## src/rtl/pa_pkg.sv

```systemverilog
// Shared definitions for the memory stage: instruction classes, funct3 codes, FSM states.
// Also provides the default data width used by mem_stage.
`ifndef WORD_SIZE
`define WORD_SIZE 32
`endif

package pa_pkg;

   localparam logic [1:0] CLS_ALU    = 2'b00;
   localparam logic [1:0] CLS_LOAD   = 2'b01;
   localparam logic [1:0] CLS_STORE  = 2'b10;
   localparam logic [1:0] CLS_BRANCH = 2'b11;

   localparam logic [2:0] F3_LB  = 3'b000;
   localparam logic [2:0] F3_LH  = 3'b001;
   localparam logic [2:0] F3_LW  = 3'b010;
   localparam logic [2:0] F3_LBU = 3'b100;
   localparam logic [2:0] F3_LHU = 3'b101;
   localparam logic [2:0] F3_SB  = 3'b000;
   localparam logic [2:0] F3_SH  = 3'b001;
   localparam logic [2:0] F3_SW  = 3'b010;

   typedef enum logic [1:0] {IDLE, REQ, WAIT_RESP, OUT} state_e;

   // Halfword (LH/LHU/SH share funct3[1:0]=01) on an odd byte, or word not on a word boundary.
   function automatic logic misaligned(input logic [2:0] funct3, input logic [1:0] offset);
      return ((funct3[1:0] == 2'b01) && offset[0]) || ((funct3 == F3_LW) && (offset != 2'b00));
   endfunction

endpackage

```

## src/rtl/load_align.sv

```systemverilog
// Selects the addressed byte/halfword lane of a read word and sign- or zero-extends it.
module load_align
   import pa_pkg::*;
#(
   parameter int unsigned WORD_SIZE = 32
) (
   input  logic [2:0]           funct3,
   input  logic [1:0]           offset,
   input  logic [WORD_SIZE-1:0] rdata,
   output logic [WORD_SIZE-1:0] data
);

   logic [7:0]  lane_b;
   logic [15:0] lane_h;

   always_comb begin
      lane_b = rdata[{offset, 3'b000} +: 8];
      lane_h = rdata[{offset[1], 4'b0000} +: 16];
      case (funct3)
         F3_LB:   data = {{(WORD_SIZE-8){lane_b[7]}}, lane_b};
         F3_LH:   data = {{(WORD_SIZE-16){lane_h[15]}}, lane_h};
         F3_LBU:  data = {{(WORD_SIZE-8){1'b0}}, lane_b};
         F3_LHU:  data = {{(WORD_SIZE-16){1'b0}}, lane_h};
         default: data = rdata;
      endcase
   end

endmodule

```

## src/rtl/mem_stage.sv

```systemverilog
// Pipeline memory stage: passes ALU results through, issues load/store requests, formats loads.
// Optional MEM_MISALIGN_EXC_EN turns misaligned half/word accesses into writeback exceptions.
`ifndef WORD_SIZE
`define WORD_SIZE 32
`endif

module mem_stage
   import pa_pkg::*;
#(
   parameter int unsigned WORD_SIZE = `WORD_SIZE,
   parameter int unsigned ROB_ID_W  = 7
) (
   input  logic                 clk,
   input  logic                 rst_n,
   input  logic                 valid_in,
   input  logic [1:0]           instruction_type_in,
   input  logic [WORD_SIZE-1:0] pc_in,
   input  logic [2:0]           funct3_in,
   input  logic [WORD_SIZE-1:0] alu_result_in,
   input  logic [WORD_SIZE-1:0] s2_in,
   input  logic [ROB_ID_W-1:0]  rob_id_in,
   output logic                 stall_out,
   output logic                 mem_req_valid,
   input  logic                 mem_req_ready,
   output logic                 mem_req_we,
   output logic [WORD_SIZE-1:0] mem_req_addr,
   output logic [WORD_SIZE-1:0] mem_req_wdata,
   output logic [3:0]           mem_req_wstrb,
   input  logic                 mem_resp_valid,
   input  logic [WORD_SIZE-1:0] mem_resp_rdata,
   output logic                 wb_valid,
   output logic [WORD_SIZE-1:0] wb_data,
   output logic [WORD_SIZE-1:0] wb_pc,
   output logic [ROB_ID_W-1:0]  wb_rob_id,
   output logic                 wb_exc,
   input  logic                 wb_stall_in
);

   state_e               state;
   logic [2:0]           funct3_q;
   logic [1:0]           offset_q;
   logic                 is_mem;
   logic                 accept;
   logic                 mis;
   logic [WORD_SIZE-1:0] st_wdata;
   logic [3:0]           st_wstrb;
   logic [WORD_SIZE-1:0] ld_data;

   assign is_mem    = (instruction_type_in == CLS_LOAD) || (instruction_type_in == CLS_STORE);
   // A result held by downstream must not be overwritten by a new accept.
   assign accept    = (state == IDLE) && valid_in && !(wb_valid && wb_stall_in);
   assign stall_out = (state != IDLE) || (wb_valid && wb_stall_in) || (valid_in && is_mem);

`ifdef MEM_MISALIGN_EXC_EN
   logic exc_q;

   assign mis    = misaligned(funct3_in, alu_result_in[1:0]);
   assign wb_exc = exc_q;

   always_ff @(posedge clk) begin
      if (!rst_n) begin
         exc_q <= 1'b0;
      end else if (accept) begin
         exc_q <= is_mem && mis;
      end else if ((state == OUT) && !wb_stall_in) begin
         exc_q <= 1'b0;
      end
   end
`else
   assign mis    = 1'b0;
   assign wb_exc = 1'b0;
`endif

   always_comb begin
      st_wdata = s2_in;
      st_wstrb = 4'b1111;
      case (funct3_in)
         F3_SB: begin
            st_wdata = {(WORD_SIZE/8){s2_in[7:0]}};
            st_wstrb = 4'b0001 << alu_result_in[1:0];
         end
         F3_SH: begin
            st_wdata = {(WORD_SIZE/16){s2_in[15:0]}};
            st_wstrb = 4'b0011 << {alu_result_in[1], 1'b0};
         end
         default: ;
      endcase
   end

   load_align #(
      .WORD_SIZE(WORD_SIZE)
   ) u_load_align (
      .funct3(funct3_q),
      .offset(offset_q),
      .rdata (mem_resp_rdata),
      .data  (ld_data)
   );

   always_ff @(posedge clk) begin
      if (!rst_n) begin
         state         <= IDLE;
         funct3_q      <= '0;
         offset_q      <= '0;
         mem_req_valid <= 1'b0;
         mem_req_we    <= 1'b0;
         mem_req_addr  <= '0;
         mem_req_wdata <= '0;
         mem_req_wstrb <= '0;
         wb_valid      <= 1'b0;
         wb_data       <= '0;
         wb_pc         <= '0;
         wb_rob_id     <= '0;
      end else begin
         unique case (state)
            IDLE: begin
               if (accept) begin
                  wb_pc     <= pc_in;
                  wb_rob_id <= rob_id_in;
                  funct3_q  <= funct3_in;
                  offset_q  <= alu_result_in[1:0];
                  if (!is_mem || mis) begin
                     state    <= is_mem ? OUT : IDLE;
                     wb_valid <= 1'b1;
                     wb_data  <= alu_result_in;
                  end else begin
                     state         <= REQ;
                     wb_valid      <= 1'b0;
                     mem_req_valid <= 1'b1;
                     mem_req_we    <= (instruction_type_in == CLS_STORE);
                     mem_req_addr  <= {alu_result_in[WORD_SIZE-1:2], 2'b00};
                     mem_req_wdata <= st_wdata;
                     mem_req_wstrb <= (instruction_type_in == CLS_STORE) ? st_wstrb : 4'b0000;
                  end
               end else if (!wb_stall_in) begin
                  wb_valid <= 1'b0;
               end
            end
            REQ: begin
               if (mem_req_ready) begin
                  mem_req_valid <= 1'b0;
                  if (mem_req_we) begin
                     state    <= OUT;
                     wb_valid <= 1'b1;
                     wb_data  <= '0;
                  end else begin
                     state <= WAIT_RESP;
                  end
               end
            end
            WAIT_RESP: begin
               if (mem_resp_valid) begin
                  state    <= OUT;
                  wb_valid <= 1'b1;
                  wb_data  <= ld_data;
               end
            end
            OUT: begin
               if (!wb_stall_in) begin
                  state    <= IDLE;
                  wb_valid <= 1'b0;
               end
            end
            default: state <= IDLE;
         endcase
      end
   end

endmodule

```

## config.mk

```make
export PLATFORM = sky130hd
export DESIGN_NAME = mem_stage
export DESIGN_NICKNAME = d
export VERILOG_FILES = /design/src/rtl/pa_pkg.sv /design/src/rtl/load_align.sv /design/src/rtl/mem_stage.sv
export SDC_FILE = /design/constraint.sdc
export NUM_CORES = 1
export LEC_CHECK = 0
export CAP_MARGIN = 20
export CORE_ASPECT_RATIO = 0.5
export CORE_UTILIZATION = 43
export CTS_CLUSTER_DIAMETER = 120
export DETAILED_ROUTE_END_ITERATION = 10
export GPL_TIMING_DRIVEN = 0
export PLACE_DENSITY = 0.83
export RECOVER_POWER = 100
export SETUP_SLACK_MARGIN = 0.2
export SLEW_MARGIN = 30
export SYNTH_ARGS = -nofsm -noshare
export SYNTH_HDL_FRONTEND = slang
export SYNTH_SLANG_ARGS = --single-unit
```

## constraint.sdc

```tcl
create_clock -name clk -period 2.6 [get_ports clk]
set_clock_uncertainty 0.2 [all_clocks]
set_input_delay 0.26 -clock clk [delete_from_list [all_inputs] [get_ports clk]]
set_output_delay 0.26 -clock clk [all_outputs]
set_load 0.01 [all_outputs]
```

==> summary by stage <==
Detailed routing
The count of nets left with antenna violations once routing finished came out at 0. The first TritonRoute pass finished after 5 iterations. For this block, the via count after detailed routing is 7477. The wire length per cell after detailed routing is 18.2 um.

The via-per-instance ratio is 5.57. The count of routing violations after the opening detailed-route iteration is 584. In the routed design, unresolved DRC markers number 0. For this block, the routed nets add up to 24500 um of wire.

Clock network
The clock transition at the registers of the reported paths is 0.06 ns. The clock sink count is 147. The maximum count of clock buffers along a single path is 2. The clock tree from TritonCTS is yes. The number of buffers created by CTS is 17. The tree is rooted in a sky130_fd_sc_hd__clkbuf_16. The clock latency of the later-clocked register in the worst-skew pair is 0.40 ns.

The level count of the clock H-tree is 4.

STA
The worst pin sits at a relative slew slack of 42.3%. The slew at the pin closest to its max-slew limit is 0.861 ns. Adding up every negative setup slack in the final design gives 0 ns.

The number of max-slew violations in the final report was 0. Across all setup checks in the final design, the least slack found is 0.169 ns. The setup-violating endpoint count in the final report is 0. The number of hold violations in the final report is 0. The highest clock rate is 411 MHz.

The post-route minimum period is 2.43 ns. In the finished design, the share of the clock period the worst path needs comes to 93.5%. Setup repair after global routing could not meet its margin everywhere.

Yosys
In this run, synthesis produced a sequential element count of 147. Counting flops with an async set or reset pin after synthesis yields a share of 0%. Of the post-synthesis cell area, the part taken by muxes is 7.91%. The area fraction of the dominant cell type after synthesis is 43.8%. During synthesis, Yosys emitted a total of 0 warnings. The simple-gate share of the synthesized area is 19.9%. The largest family of logic cells by synthesized area is compound AO/OA/AOI/OAI gates. The count of flip-flops with a built-in enable after synthesis is 0.

The largest total area in the synthesized netlist belongs to sky130_fd_sc_hd__dfxtp_1. The flip-flop cell with the highest count after synthesis is sky130_fd_sc_hd__dfxtp_1. The share of the synthesized area in compound gates (AO/OA/AOI/OAI) is 21.8%. Sequential cells were found to cover 43.8% of the synthesized design area. The number of instances in the synthesized netlist is 820. The post-synth design cell area is 0.00672 mm^2.

Sorting the synthesized cells by area gives the leading types as sky130_fd_sc_hd__dfxtp_1, sky130_fd_sc_hd__nand2_1, sky130_fd_sc_hd__a21oi_1. A synthesized cell averages 8.20 um^2. The post-synthesis cell type count is 49. The fraction of synthesized cell area in xor and xnor cells is 0%. The synthesized netlist devotes 1.30% of its cell area to adder and majority cells.

Power
The cell leakage power is 4.22 nW. The total power draw is 10.1 mW. The largest vdd supply drop is 0.000499 V. Dividing total power by cell area gives a power density of 963 mW/mm^2.

Die
During I/O placement, the number of pins put on the boundary was 290. The vertical extent of the die is 90.4 um. The floorplan has 31 rows.

The width of the die is 179 um. The die outline area is 0.0162 mm^2. The starting density of the core is 45.2%. The total area inside the core boundary comes to 0.0149 mm^2.

Worst hold path
The path class of the lowest-slack min-delay path is in -> reg.

Worst setup path
The largest fanout of any net on the critical path is 10. The cell count of the worst reg-to-reg path is 7. The setup path with the least slack is of type reg -> reg.

For flop-to-flop paths, the worst setup slack is 0.17 ns. The critical path capture point type is a register. The largest incremental delay on the critical path is 0.46 ns. The launching instance or port of the critical path is state[1]. STA puts the critical path data required time at 2.67 ns. The signal on the critical path passes through inv_1 > ha_1 > nor2b_1 > a21oi_2 > clkbuf_1 > a21boi_0 > o32ai_1.

The slowest stage of the critical path belongs to the cell sky130_fd_sc_hd__clkbuf_1. Data on the critical path arrives at its endpoint at 2.50 ns. The worst setup path is launched from a register.

The worst register-to-register path ends at mem_req_valid. In this run the worst setup path terminates at mem_req_valid. The origin of the critical flop-to-flop path is state[1].

Flow run
The number of max-cap violations is 0.

Global routing
For met3 alone, demand over resource in global routing was 6.36%. The met1 track demand over resource is 38.1%. For this run the aggregate overflow at the end of global routing stands at 0.

Global routing used 29.6% of the available tracks. The highest-utilization routing layer at the global route stage is met2. The met2 layer usage reported by global route is 48.2%. Entering global routing, the biggest net connects 17 pins. The number of global-route vias before repair was 7007. The first-pass GRT wire length is 37300 um. The number of antenna violations at the first check in global routing is 1.

Place
During placement, the flow inserted port buffers numbering 286. The congestion estimate from routability-driven global placement came to 0.918. The half-perimeter wire length after placement is 18500 um.

The worst-case setup slack after placement is -0.157 ns.

Layout
The library cells used most frequently in the layout, excluding fill and tap cells, are sky130_fd_sc_hd__nand2_1, sky130_fd_sc_hd__dfxtp_1, sky130_fd_sc_hd__clkdlybuf4s50_1. Measured on the finished design, the core utilization comes to 70.6%. The fraction of final layout cells sized beyond drive strength 1 is 7.09%. Relative to the synthesized area, the layout overhead comes to 56.1%. In the final design database the tool counted 1283 nets. The commonest non-fill, non-tap cell in the layout is sky130_fd_sc_hd__nand2_1.

Outcome
The run finished with clean final reports.
cells by family (layout without fill, tap and decap cells):
kind of cell | count (synthesis) | count (layout)
buf+inv | 78 | 399
fa+ha+maj | 7 | 7
simple gates | 312 | 312
other cells | 1 | 4
compound gates | 232 | 232
flops | 147 | 147
mux | 43 | 43
critical path: cells and delay by family, from the launching register on:
| kind | cells | cell delay, ns |
|---|---|---|
| AO/OA/AOI/OAI | 3 | 0.77 |
| adder cells (fa/ha/maj) | 1 | 0.23 |
| buffers and inverters | 2 | 0.54 |
| flip-flops | 1 | 0.37 |
| AND/OR/NAND/NOR | 1 | 0.18 |
flip-flops by register name (all words and copies together), names as in the netlist:
register       count
wb_valid           1
wb_rob_id          7
state              2
mem_req_we         1
mem_req_addr      30
mem_req_wstrb      4
offset_q           2
funct3_q           3
wb_data           32
mem_req_valid      1
mem_req_wdata     32
wb_pc             32
routing by layer:
metal / up-vias / part of all wire (%)
li1: 3471 / -
met1: 3566 / 41
met2: 380 / 48
met3: 60 / 7.9
met4: 0 / 3.0
met5: - / 0
stage by stage:
step / hold slack [ns] / area [um^2] / cells
global placement: 0.239 / 9840 / 1306
finish: 0.200 / 10500 / 1342
floorplan: 0.196 / 6730 / 822
CTS: 0.191 / 10500 / 1341
global route: 0.192 / 10500 / 1342
detailed placement: 0.247 / 9840 / 1306
how the worst min path moves through the flow:
stage | startpoint | to | slack [ns] | cells after the start
6_report | pc_in[10] | wb_pc[10] | 0.20 | 3
5_1_grt | pc_in[14] | wb_pc[14] | 0.19 | 3
4_1_cts | pc_in[10] | wb_pc[10] | 0.19 | 3
3_5_place_dp | mem_req_addr[29] | mem_req_addr[29] | 0.25 | 2
3_3_place_gp | mem_req_wstrb[3] | mem_req_wstrb[3] | 0.24 | 2
2_1_floorplan | alu_result_in[0] | offset_q[0] | 0.20 | 2
power by group:
part	internal [mW]	leakage, nW	switching, mW	total (mW)
Clock	1.51	0.279	0.988	2.50
Combinational	2.06	2.74	2.45	4.51
Sequential	2.81	1.21	0.288	3.10
Total	6.38	4.22	3.73	10.1
synth_stat cells, types with 4 or more instances:
cell and number:
sky130_fd_sc_hd__a311oi_1 23, sky130_fd_sc_hd__nor2_1 32, sky130_fd_sc_hd__nor3b_1 7, sky130_fd_sc_hd__nand2_1 226, sky130_fd_sc_hd__a22oi_1 16, sky130_fd_sc_hd__dfxtp_1 147, sky130_fd_sc_hd__ha_1 7, sky130_fd_sc_hd__nand3_1 8
sky130_fd_sc_hd__o2111ai_1 7, sky130_fd_sc_hd__mux4_2 8, sky130_fd_sc_hd__a31oi_1 7, sky130_fd_sc_hd__and2_1 4, sky130_fd_sc_hd__nand2b_1 10, sky130_fd_sc_hd__a21o_1 17, sky130_fd_sc_hd__mux2i_1 34, sky130_fd_sc_hd__a211oi_1 9
sky130_fd_sc_hd__a21oi_1 112, sky130_fd_sc_hd__clkbuf_1 47, sky130_fd_sc_hd__buf_4 6, sky130_fd_sc_hd__o211ai_1 9, sky130_fd_sc_hd__inv_1 7, sky130_fd_sc_hd__buf_2 13, sky130_fd_sc_hd__nor2b_1 11, sky130_fd_sc_hd__o21ai_0 20
layout make-up:
class | instances | area [um^2]
flip-flops and latches | 147 | 2950
clock buffers | 19 | 433
well taps | 198 | 248
plain buffers | 70 | 348
fillers | 1193 | 4360
diodes | 1 | 2.50
clock inverters | 13 | 161
multi-input cells | 597 | 3440
inverters | 8 | 30.0
repair buffers | 289 | 2890
timing repair:
action | CTS | global route
gates resized for setup | 5 | 16
pin swaps | 1 | 1
hold buffers | 0 | 0
setup endpoints to repair | 33 | 72
gates cloned | 0 | 0
setup buffers | 3 | 0
(Power assumes the default switching activity.)
